===== config.mk =====
export PLATFORM = sky130hd
export DESIGN_NAME = sirkit_solver
export DESIGN_NICKNAME = d
export VERILOG_FILES = /design/src/rtl/sirkit_pkg.sv /design/src/rtl/sirkit_solver.sv
export SDC_FILE = /design/constraint.sdc
export NUM_CORES = 1
export LEC_CHECK = 0
export CORE_UTILIZATION = 55
export DETAILED_ROUTE_END_ITERATION = 8
export GPL_TIMING_DRIVEN = 1
export PLACE_DENSITY = 0.81
export SYNTH_ARGS = -nofsm -noshare
export SYNTH_HDL_FRONTEND = slang
export SYNTH_SLANG_ARGS = --single-unit
export TNS_END_PERCENT = 10

===== constraint.sdc =====
create_clock -name clk -period 2.18 [get_ports clk]
set_input_delay 0.327 -clock clk [delete_from_list [all_inputs] [get_ports clk]]
set_output_delay 0.327 -clock clk [all_outputs]
set_load 0.02 [all_outputs]

===== src/rtl/sirkit_pkg.sv =====
// Shared types and constants for the byte-oracle solver.
package sirkit_pkg;

   typedef enum logic [1:0] {
      IDLE  = 2'd0,
      PROBE = 2'd1,
      DONE  = 2'd2
   } state_t;

   localparam int          FLAG_MAX_BYTES = 32;
   localparam logic [7:0]  PRINTABLE_LO   = 8'h20;
   localparam logic [7:0]  PRINTABLE_HI   = 8'h7E;
   localparam logic [7:0]  FLAG_TERM      = 8'h7D;
   localparam logic [7:0]  PAD_CHAR       = 8'h58;

endpackage


===== src/rtl/sirkit_solver.sv =====
// Oracle initiator: recovers a secret byte by byte through a linear guess
// sweep against a combinational checker and keeps the result in a small store.
module sirkit_solver
   import sirkit_pkg::*;
#(
   parameter int         NUM_BYTES = FLAG_MAX_BYTES,
   parameter int         ADDR_W    = 5,
   parameter logic [7:0] GUESS_LO  = PRINTABLE_LO,
   parameter logic [7:0] GUESS_HI  = PRINTABLE_HI,
   parameter logic [7:0] STOP_CHAR = FLAG_TERM
) (
   input  logic                 clk,
   input  logic                 rst,
   input  logic                 start,
   input  logic                 stop_en,
   output logic [ADDR_W-1:0]    byte_num,
   output logic [7:0]           byte_guess,
   input  logic                 guess_valid,
   output logic                 busy,
   output logic                 done,
   output logic                 error,
   output logic [ADDR_W:0]      len,
   output logic [NUM_BYTES-1:0] miss_mask,
   input  logic [ADDR_W-1:0]    rd_addr,
   output logic [7:0]           rd_data
);

   state_t                state_q, state_d;
   logic [ADDR_W-1:0]     idx_q, idx_d;
   logic [7:0]            guess_q, guess_d;
   logic                  stopEn_q, stopEn_d;
   logic                  error_q, error_d;
   logic [ADDR_W:0]       len_q, len_d;
   logic [NUM_BYTES-1:0]  missMask_q, missMask_d;
   logic [7:0]            mem_q [NUM_BYTES];
   logic [7:0]            mem_d [NUM_BYTES];
   logic [7:0]            rdData_q, rdData_d;
   logic                  lastByte;

   assign lastByte = (idx_q == ADDR_W'(NUM_BYTES - 1));

   // Next-state logic: start clears the run state, PROBE advances one guess per cycle.
   always_comb begin
      state_d    = state_q;
      idx_d      = idx_q;
      guess_d    = guess_q;
      stopEn_d   = stopEn_q;
      error_d    = error_q;
      len_d      = len_q;
      missMask_d = missMask_q;
      mem_d      = mem_q;
      case (state_q)
         IDLE, DONE: begin
            if (start) begin
               state_d    = PROBE;
               mem_d      = '{default: '0};
               error_d    = 1'b0;
               len_d      = '0;
               missMask_d = '0;
               idx_d      = '0;
               guess_d    = GUESS_LO;
               stopEn_d   = stop_en;
            end
         end
         PROBE: begin
            if (guess_valid) begin
               mem_d[idx_q] = guess_q;
               len_d        = {1'b0, idx_q} + (ADDR_W+1)'(1);
               if ((stopEn_q && (guess_q == STOP_CHAR)) || lastByte) begin
                  state_d = DONE;
               end else begin
                  idx_d   = idx_q + ADDR_W'(1);
                  guess_d = GUESS_LO;
               end
            end else if (guess_q == GUESS_HI) begin
               mem_d[idx_q]      = 8'h00;
               missMask_d[idx_q] = 1'b1;
               error_d           = 1'b1;
               len_d             = {1'b0, idx_q} + (ADDR_W+1)'(1);
               if (lastByte) begin
                  state_d = DONE;
               end else begin
                  idx_d   = idx_q + ADDR_W'(1);
                  guess_d = GUESS_LO;
               end
            end else begin
               guess_d = guess_q + 8'd1;
            end
         end
         default: begin
            state_d = IDLE;
         end
      endcase
   end

   // Readout path: addresses past the probed range read as zero.
   always_comb begin
      rdData_d = 8'h00;
      if ({1'b0, rd_addr} < (ADDR_W+1)'(NUM_BYTES)) begin
         rdData_d = mem_q[rd_addr];
      end
   end

   // State and datapath registers with synchronous reset.
   always_ff @(posedge clk) begin
      if (rst) begin
         state_q    <= IDLE;
         idx_q      <= '0;
         guess_q    <= GUESS_LO;
         stopEn_q   <= 1'b0;
         error_q    <= 1'b0;
         len_q      <= '0;
         missMask_q <= '0;
         mem_q      <= '{default: '0};
         rdData_q   <= 8'h00;
      end else begin
         state_q    <= state_d;
         idx_q      <= idx_d;
         guess_q    <= guess_d;
         stopEn_q   <= stopEn_d;
         error_q    <= error_d;
         len_q      <= len_d;
         missMask_q <= missMask_d;
         mem_q      <= mem_d;
         rdData_q   <= rdData_d;
      end
   end

   assign byte_num   = idx_q;
   assign byte_guess = guess_q;
   assign busy       = (state_q == PROBE);
   assign done       = (state_q == DONE);
   assign error      = error_q;
   assign len        = len_q;
   assign miss_mask  = missMask_q;
   assign rd_data    = rdData_q;

endmodule


==> impl_results.md, run 1 <==
* Status: completed
* Area Growth Syn to Fin at 21.3%
* Share of layout cells above drive strength 1 at 26.4%
* Pwr/cell area at 683 nW/um^2
* Standard-cell rows at 61
* Critical path's slowest cell: dfxtp_1
* Unrepaired setup endpoints after global routing: yes
* Gpl congestion at 0.966
* Port Buffers at 71
* Vias per cell at 6.52
* Top-area cell type share of the netlist area at 40.5%
* Slew Limit Headroom at 57.7%
* Total number of vias at 14877
* Switch share at 24.7%
* Post-synth ARST share at 0%
* CORE AREA at 28000 sq um
* Syn nets at 1784
* Mean post-synth cell area at 8.92 sq um
* Achievable frequency at 0.463 GHz
* Clock power frac at 45.9%
* Peak supply drop at 0.690 mV
* TritonCTS sink count at 319
* Period minus WS final at 2.16 ns
* Die extent in y at 171 um
* Transition time of the tightest slew-check pin at 0.632 ns
* Yosys reg bits at 319
* Worst Path Buf+Inv at 1
* Most common flop cell mapped by yosys: dfxtp_1
* Reg area at 6400 sq um
* Tot Pwr at 13100 uW
* Comb power frac at 9.2%
* Reg power frac at 44.9%
* Worst slack at placement at -0.368 ns
* Die ar. at 29300 sq um
* Fillcell total at 2068
* Worst path cell trace: buf_4 -> nand2b_1 -> nor2_1 -> nand3_2 -> mux2_2 -> nor2_1
* Max Slew Vio Count at 0
* Initial antenna violation count at 1
* Num CTS Buffers at 34
* TritonCTS clock tree: done
* Fin. Hold Viols at 0
* Hold_buf cts at 0
* Worst Path Arrival at 2.61 ns
* Chip Width at 171 um
* Starting density of the core at 56.2%
* Clock skew at 0.0213 ns
* Drt initial violations at 2117
* Hpwl dp at 35500 um
* Final setup viols at 0
* Root Buffer: clkbuf_16
* Period utilization at 99.2%
* Area of the multi-input gates at 8750 sq um
* GRT overflow at 0
* Unique masters post-synth at 69
* Post-detailed-route count of antenna-violating nets at 0
* Crit path kind: reg2reg
* Vias in the first global route at 14310
* WL final at 51900 um
* Final hold slack at 0.358 ns
* TritonRoute pass-1 iters at 6
* Yosys warns at 0
* Setup ws final at 0.0179 ns
* Hold Crit Class: in2reg
* Largest net degree at the start of global routing at 96
* Cell family with the largest share of critical-path delay: simple AND/OR/NAND/NOR gates
* MaxCap Viol Count at 0
* Clock slew at reported path FFs at 0.06 ns
* Average wire per standard cell at 22.7 um
* H-tree depth reported by CTS at 2
* Nets@finish at 1898
* Mapped Cells at 1766
* Number of flops mapped to enable cells by yosys at 0
* Diodes inserted at 0
* Cell accounting for the most synthesized area: dfxtp_1
* WP data required at 2.63 ns
* Most common cell on crit path: nor2_1
* IO Pins at 72
* Synth area leaders: dfxtp_1 41%, mux2_2 11%, mux4_2 9.2%
* Clk buf depth at 3
* First-pass GRT wire length at 79200 um
* Pleak at 0.00643 uW
* CP Max Fanout at 9
* GRT Overall Usage at 35.4%
* # DRC at 0
* Post-Syn Area at 15800 sq um
* Clk_lat worst skew at 0.53 ns
* Sequential share of the synthesized area at 40.5%
* Slowest cell delay on critical path at 0.48 ns
* Internal Power at 9820 uW
* Crit path capture type: flip-flop
* Psw at 3230 uW
* Setup crit start kind: flip-flop
* Setup TNS at 0 ns
==> placed cells by master, fill, tap and decap left out, types with 9 or more instances in the layout <==
| cell type | count |
|---|---|
| dfxtp_1 | 311 |
| nor2_1 | 275 |
| nand2_1 | 253 |
| mux2_2 | 148 |
| buf_4 | 143 |
| a21oi_1 | 125 |
| a211oi_1 | 69 |
| clkdlybuf4s50_1 | 66 |
| mux4_2 | 64 |
| nand3_1 | 42 |
| o21ai_0 | 40 |
| clkbuf_16 | 38 |
| nand3b_1 | 29 |
| buf_12 | 23 |
| a22oi_1 | 20 |
| nor3_1 | 15 |
| nor2b_1 | 12 |
| and3_1 | 12 |
| nor2_2 | 10 |
| a31oi_1 | 10 |
| nor3_2 | 9 |
| clkinv_2 | 9 |
==> power by group through the flow <==
stage | combinational (uW) | clock [uW] | sequential [uW]
finish | 1190 | 5990 | 5860
global route | 1240 | 6280 | 5860
CTS | 1110 | 6010 | 5860
detailed placement | 1100 | 0 | 5990
global placement | 1080 | 0 | 5990
floorplan | 630 | 0 | 6010
==> registers in the layout, summed over array words and instances, names as in the netlist <==
signal / count
miss_mask: 32
rd_data: 8
mem_q: 256
byte_guess: 8
stopEn_q: 1
error: 1
byte_num: 5
state_q: 2
len: 6
==> through the flow <==
| stage | area, sq um | std cells | utilization (%) |
|---|---|---|---|
| finish | 19100 | 2283 | 68.2 |
| global route | 19100 | 2283 | 68.2 |
| floorplan | 15800 | 1766 | - |
| global placement | 17800 | 2217 | 63.4 |
| detailed placement | 17800 | 2217 | 63.4 |
| CTS | 18900 | 2278 | 67.7 |
==> Yosys cell counts (3+ instances only) <==
cell and number:
inv_1 7, ha_1 8, clkbuf_1 97, a22oi_1 20, nand4_1 3, a311o_1 8, o21ai_0 40, o22ai_1 8
nor2_1 282, nor3b_1 3, nor3_1 15, nand3_1 46, mux2_2 148, dfxtp_1 319, and3_1 13, o211ai_1 8
buf_1 14, mux2i_1 8, or2_2 4, and2_1 9, o41ai_1 3, buf_4 7, o21ai_1 3, nand3b_1 29
a22o_1 3, nand2b_1 11, nor3_2 9, nand2_1 253, and4b_1 4, a211oi_1 70, mux4_2 64, buf_2 43
a32oi_1 5, nor2b_1 12, a21oi_1 126, nor2_2 5, a211o_1 8, a31oi_1 11
==> timing repair <==
| item | in CTS | in global routing |
|---|---|---|
| gates cloned | 0 | 1 |
| pin swaps | 1 | 4 |
| buffers inserted | 0 | 4 |
| setup endpoints to repair | 87 | 103 |
| resized for setup | 10 | 24 |
==> final timing paths <==
| path | startpoint | end | slack [ns] | cells past startpoint |
|---|---|---|---|---|
| setup / recovery | byte_num[4] | mem_q[104] | 0.02 | 6 |
| hold / removal | rst | len[4] | 0.36 | 2 |
| setup reg to reg | byte_num[4] | mem_q[104] | 0.02 | 6 |
| hold reg to reg | miss_mask[28] | miss_mask[28] | 0.47 | 2 |
==> worst register-to-register path, cell delays in order, from the launching register on <==
cell and delay [ns]:
dfxtp_1 0.48, buf_4 0.23, nand2b_1 0.26, nor2_1 0.41, nand3_2 0.28, mux2_2 0.34
nor2_1 0.10
==> kinds of logic (layout without fill, tap and decap cells) <==
group,count (synthesis),in the layout,share of synthesized area (%)
and+or+nand+nor,715,715,20.4
muxes,221,221,20.3
buffers and inverters,170,309,4.57
DFF,319,319,40.5
adders and majority gates,8,8,0.636
xor gates and xnor gates,2,2,0.111
AOI/OAI and AO/OA,331,331,13.5
==> cell type report <==
class	instances	area share (%)
clock inverter	13	0.635
multi-input combinational	1277	45.8
sequential	319	33.5
clock buffer	48	5.43
inverter	8	0.157
tap	378	2.48
timing repair buffer	240	12.0
==> layer usage <==
metal / global-route usage (%) / wire (um) / vias up
met1: 43.0 / 18500 / 7032
met5: 0 / 0 / -
met2: 56.2 / 23500 / 1081
met3: 8.44 / 6210 / 295
li1: - / - / 6469
met4: 23.4 / 3630 / 0
Power figures use the tool's default switching activity.
==> inputs of run 2 (changes only) <==
--- a/config.mk
+++ b/config.mk
@@ -5,10 +5,12 @@
 export SDC_FILE = /design/constraint.sdc
 export NUM_CORES = 1
 export LEC_CHECK = 0
+export CAP_MARGIN = 15
 export CORE_UTILIZATION = 55
 export DETAILED_ROUTE_END_ITERATION = 8
 export GPL_TIMING_DRIVEN = 1
 export PLACE_DENSITY = 0.81
+export SETUP_SLACK_MARGIN = 0.15
 export SYNTH_ARGS = -nofsm -noshare
 export SYNTH_HDL_FRONTEND = slang
 export SYNTH_SLANG_ARGS = --single-unit
==> run 2 against run 1 <==
  * Sequential power about the same
  * Wire length increased by 1.7%
  * Via count increased by 0.60%
  * Sequential cell count unchanged
  * Utilization increased by 1.3 points
  * Critical path type unchanged
  * Highest routed layer unchanged
==> impl_results.md, run 2 (synthesis gave the netlist of run 1 again) <==
* Clock skew at 0.0131 ns
* Final setup viols at 0
* Slew Limit Headroom at 50.2%
* Final hold slack at 0.370 ns
* Transition time of the tightest slew-check pin at 0.745 ns
* Average wire per standard cell at 23.1 um
* Share of layout cells above drive strength 1 at 27.3%
* Worst slack at placement at -0.436 ns
* Post-Route Utilization at 69.5%
* Pwr/cell area at 668 nW/um^2
* CORE AREA at 28000 sq um
* # DRC at 0
* H-tree depth reported by CTS at 2
* TritonCTS sink count at 319
* Root Buffer: clkbuf_16
* Num CTS Buffers at 34
* GRT Overall Usage at 35.4%
* Unrepaired setup endpoints after global routing: yes
* TritonRoute pass-1 iters at 5
* Period utilization at 98.1%
* Crit path kind: reg2reg
* Starting density of the core at 56.2%
* Top reg by flops: mem_q
* Hpwl dp at 34900 um
* Chip Width at 171 um
* First-pass GRT wire length at 79500 um
* Achievable frequency at 0.467 GHz
* Max Slew Vio Count at 0
* Port Buffers at 71
* Die ar. at 29300 sq um
* Fin. Hold Viols at 0
* Reg2Reg Setup Slack at 0.04 ns
* Cell area after layout at 19500 sq um
* Pleak at 0.00658 uW
* Non-Filler Instances at 2287
* Initial antenna violation count at 2
* TritonCTS clock tree: done
* Period minus WS final at 2.14 ns
* Setup ws final at 0.0407 ns
* Largest net degree at the start of global routing at 101
* Most common cell after layout, fill and taps aside: dfxtp_1
* Vias in the first global route at 14191
* Status: completed
* Drt initial violations at 2358
* Total number of vias at 14967
* Dpl cells at 2212
* MaxCap Viol Count at 0
* WP data required at 2.62 ns
* Post-detailed-route count of antenna-violating nets at 0
* Diodes inserted at 0
* WL final at 52800 um
* Die extent in y at 171 um
* Worst Path Arrival at 2.57 ns
* Crit path capture type: flip-flop
* Nets@finish at 1903
* Fillcell total at 2000
* Most frequent cells in the layout: 313 x dfxtp_1, 268 x nor2_1, 251 x nand2_1
* Setup crit start kind: flip-flop
* GRT overflow at 0
* Clock slew at reported path FFs at 0.06 ns
* Peak supply drop at 0.728 mV
* CP Max Fanout at 16
* Gpl congestion at 0.970
* Clk buf depth at 3
* Hold Crit Class: in2reg
* Placed standard-cell area at 17800 sq um
* IO Pins at 72
* Vias per cell at 6.54
* Area Growth Syn to Fin at 23.5%
* Standard-cell rows at 61
* Max FFs per register at 256
* Clk_lat worst skew at 0.53 ns
run 2: cell type report:
class	count	area [sq um]	area share, %
inverters	8	32.5	0.167
clock inverters	5	50.0	0.257
clock buffers	55	1080	5.57
flip-flops and latches	319	6400	32.9
multi-input cells	1277	8960	46.0
well taps	378	473	2.43
repair buffers	245	2460	12.6
run 2: per-stage QoR:
| stage | power, uW | TNS, ns |
|---|---|---|
| floorplan | 6640 | 0 |
| global placement | 7060 | -13.00 |
| detailed placement | 7070 | -17.39 |
| CTS | 12900 | 0 |
| global route | 13300 | -0.00230 |
| finish | 13000 | 0 |
run 2: worst paths after layout:
kind / startpoint / end / cells after the start
min: rst / len[1] / 2
min reg2reg: miss_mask[7] / miss_mask[7] / 2
max: byte_guess[0] / byte_guess[4] / 7
max reg2reg: byte_guess[0] / byte_guess[4] / 7
run 2: metal layers:
layer  up-vias  routed length [um]  track usage, %
met5         -                   0               0
met4         0                3160            19.9
met3       261                6150            7.27
met2      1024               24000            56.4
met1      7192               19600            44.7
li1       6490                   -               -
run 2: critical path, stage by stage, from the launching register on:
cell	delay, ns
dfxtp_4	0.36
buf_8	0.16
ha_1	0.21
and2_1	0.19
a31o_4	0.25
a221o_2	0.44
a21o_1	0.19
a221oi_2	0.24
run 2: repair_timing:
| item | CTS | global route |
|---|---|---|
| endpoints found under the hold margin | 0 | 0 |
| buffers inserted | 5 | 6 |
| endpoints found under the setup margin | 185 | 239 |
| pin swaps | 10 | 5 |
| gates resized for setup | 61 | 33 |
| hold buffers | 0 | 0 |
| gates cloned | 2 | 2 |
run 2: power by group:
part,internal [uW],switching [uW]
Clock,3510,2400
Sequential,5850,16.5
Combinational,423,803
==> inputs of run 3 (changes only) <==
--- a/config.mk
+++ b/config.mk
@@ -5,6 +5,7 @@
 export SDC_FILE = /design/constraint.sdc
 export NUM_CORES = 1
 export LEC_CHECK = 0
+export ABC_CLOCK_PERIOD_IN_PS = 2180
 export CAP_MARGIN = 15
 export CORE_UTILIZATION = 55
 export DETAILED_ROUTE_END_ITERATION = 8
==> constraint.sdc (replaced) <==
create_clock -name clk -period 2.18 [get_ports clk]
set_input_delay 0.327 -clock clk [delete_from_list [all_inputs] [get_ports clk]]
set_output_delay 0.327 -clock clk [all_outputs]
set_load 0.1 [all_outputs]
==> run 3 against run 2 <==
  * The flow now finishes with violations (setup timing)
  * Sequential cell count did not move
  * Worst setup slack worse by 0.061 ns
  * Clock skew rose by 0.018 ns
  * Total power up 6.2%
  * Fmax down 2.8%
  * Critical path type unchanged
==> impl_results.md, run 3 (synthesis gave the netlist of run 1 again) <==
* Status: finished, violations left
* Failing checks: setup timing
* Fillcell total at 2064
* Setup ws final at -0.0201 ns
* Setup crit start kind: flip-flop
* Largest net degree at the start of global routing at 107
* Setup TNS at -0.0504 ns
* Max FFs per register at 256
* TritonCTS clock tree: done
* WL final at 52200 um
* Area Growth Syn to Fin at 22.5%
* Share of layout cells above drive strength 1 at 30.8%
* Clk buf depth at 3
* Drt initial violations at 1790
* Post-Route Utilization at 68.9%
* # DRC at 0
* Fin. Hold Viols at 0
* Pwr/cell area at 716 nW/um^2
* Register-to-Register Path Depth at 11
* TritonRoute pass-1 iters at 6
* TritonCTS sink count at 319
* Worst Min Path Start: rst
* CORE AREA at 28000 sq um
* Most Used Layer, Global Route: met2
* Most frequent cells in the layout: 306 x dfxtp_1, 272 x nor2_1, 252 x nand2_1
* GRT met3 Usage at 8.08%
* Die ar. at 29300 sq um
* Unrepaired setup endpoints after global routing: yes
* Final setup viols at 3
* Met1 usage at 44.3%
* GRT overflow at 0
* Average wire per standard cell at 22.9 um
* Clock slew at reported path FFs at 0.06 ns
* Num CTS Buffers at 35
* Root Buffer: clkbuf_16
* Total number of vias at 14805
* Hpwl dp at 34400 um
* Peak supply drop at 0.590 mV
* Die extent in y at 171 um
* Worst R2R Start: byte_guess[0]
* Hold Crit Class: in2reg
* Reg2Reg Setup Slack at -0.02 ns
* Vias in the first global route at 14395
* GRT met2 Usage at 57.5%
* MaxCap Viol Count at 0
* Tot Pwr at 13800 uW
* Reg2reg end: mem_q[145]
* Slew Limit Headroom at 57.3%
* Initial antenna violation count at 1
* Clk_lat worst skew at 0.53 ns
* Crit path kind: reg2reg
* Vias per cell at 6.50
* Port Buffers at 71
* Hold depth at 2
* Worst Path Arrival at 2.59 ns
* Period minus WS final at 2.20 ns
* Crit path capture type: flip-flop
* Nets@finish at 1890
* First-pass GRT wire length at 80800 um
* Gpl congestion at 0.966
* Top reg by flops: mem_q
* Transition time of the tightest slew-check pin at 0.638 ns
* Standard-cell rows at 61
* GRT Overall Usage at 35.9%
* IO Pins at 72
* WP data required at 2.57 ns
* Chip Width at 171 um
* Placed standard-cell area at 17600 sq um
* Clock skew at 0.0307 ns
* Cell area after layout at 19300 sq um
* CP Max Fanout at 7
* Post-detailed-route count of antenna-violating nets at 0
* Max Slew Vio Count at 0
* Most common cell after layout, fill and taps aside: dfxtp_1
* Period utilization at 101%
* H-tree depth reported by CTS at 2
* Starting density of the core at 56.2%
* Achievable frequency at 0.455 GHz
* Pleak at 0.00663 uW
* Worst Hold End: byte_guess[1]
==> run 3: changes by cell type in the layout (fill, tap and decap cells not counted), moves of 6 or more <==
cell and change:
mux2_4 -15, mux2_2 +15, dfxtp_1 -7, dfxtp_4 +7, clkbuf_1 -8, a211oi_1 -7, and3_4 -6, clkdlybuf4s50_1 -57
and3_1 +6, buf_4 +49, a211oi_2 +7
==> run 3: critical path, cell delays in order (launching register included) <==
cell      delay [ns]
dfxtp_4         0.36
inv_4           0.06
ha_4            0.13
nand4b_1        0.18
buf_4           0.21
o31ai_4         0.32
buf_6           0.17
buf_8           0.13
o21ai_1         0.07
nor2_1          0.18
buf_4           0.18
a211oi_1        0.08
==> run 3: metrics by stage <==
step / instances / hold slack [ns] / setup WS [ns]
after floorplan: 1766 / 0.437 / -0.0616
after global placement: 2202 / 0.450 / -0.215
after detailed placement: 2202 / 0.455 / -0.332
after CTS: 2270 / 0.323 / 0.0758
after global routing: 2275 / 0.350 / -0.0325
final: 2276 / 0.360 / -0.0201
==> run 3: worst max-delay path by stage <==
stage,start,endpoint,slack (ns),depth (start not counted)
after floorplan,byte_num[2],byte_guess[4],-0.06,9
after global placement,start,mem_q[22],-0.21,8
after detailed placement,start,mem_q[22],-0.33,8
after CTS,byte_num[0],byte_guess[4],0.08,7
after global routing,byte_num[3],mem_q[68],-0.03,7
final,byte_guess[0],mem_q[145],-0.02,11
==> run 3: power breakdown <==
group	switching, uW	internal, uW
combinational	915	433
sequential	17.2	5840
clock	2510	4090
total	3450	10400
==> run 3: routing by layer <==
metal,vias up,part of all wire (%)
li1,6460,-
met1,7074,36
met2,980,46
met3,291,12
met4,0,6.5
met5,-,0
==> run 3: what timing repair did <==
item,4_1_cts,5_1_grt
hold buffers,0,0
pin swaps,3,13
resized for setup,18,52
endpoints found under the setup margin,163,231
buffers inserted,5,3
gates cloned,1,2
==> run 3: area by class of cell <==
| type | instances | area, sq um | share of cell area [%] |
|---|---|---|---|
| Timing Repair Buffer | 231 | 2150 | 11.2 |
| Multi-Input combinational cell | 1277 | 8910 | 46.2 |
| Antenna cell | 1 | 2.50 | 0.0130 |
| Clock buffer | 44 | 1030 | 5.36 |
| Inverter | 8 | 32.5 | 0.169 |
| Clock inverter | 18 | 262 | 1.35 |
| Tap cell | 378 | 473 | 2.45 |
| Sequential cell | 319 | 6430 | 33.3 |
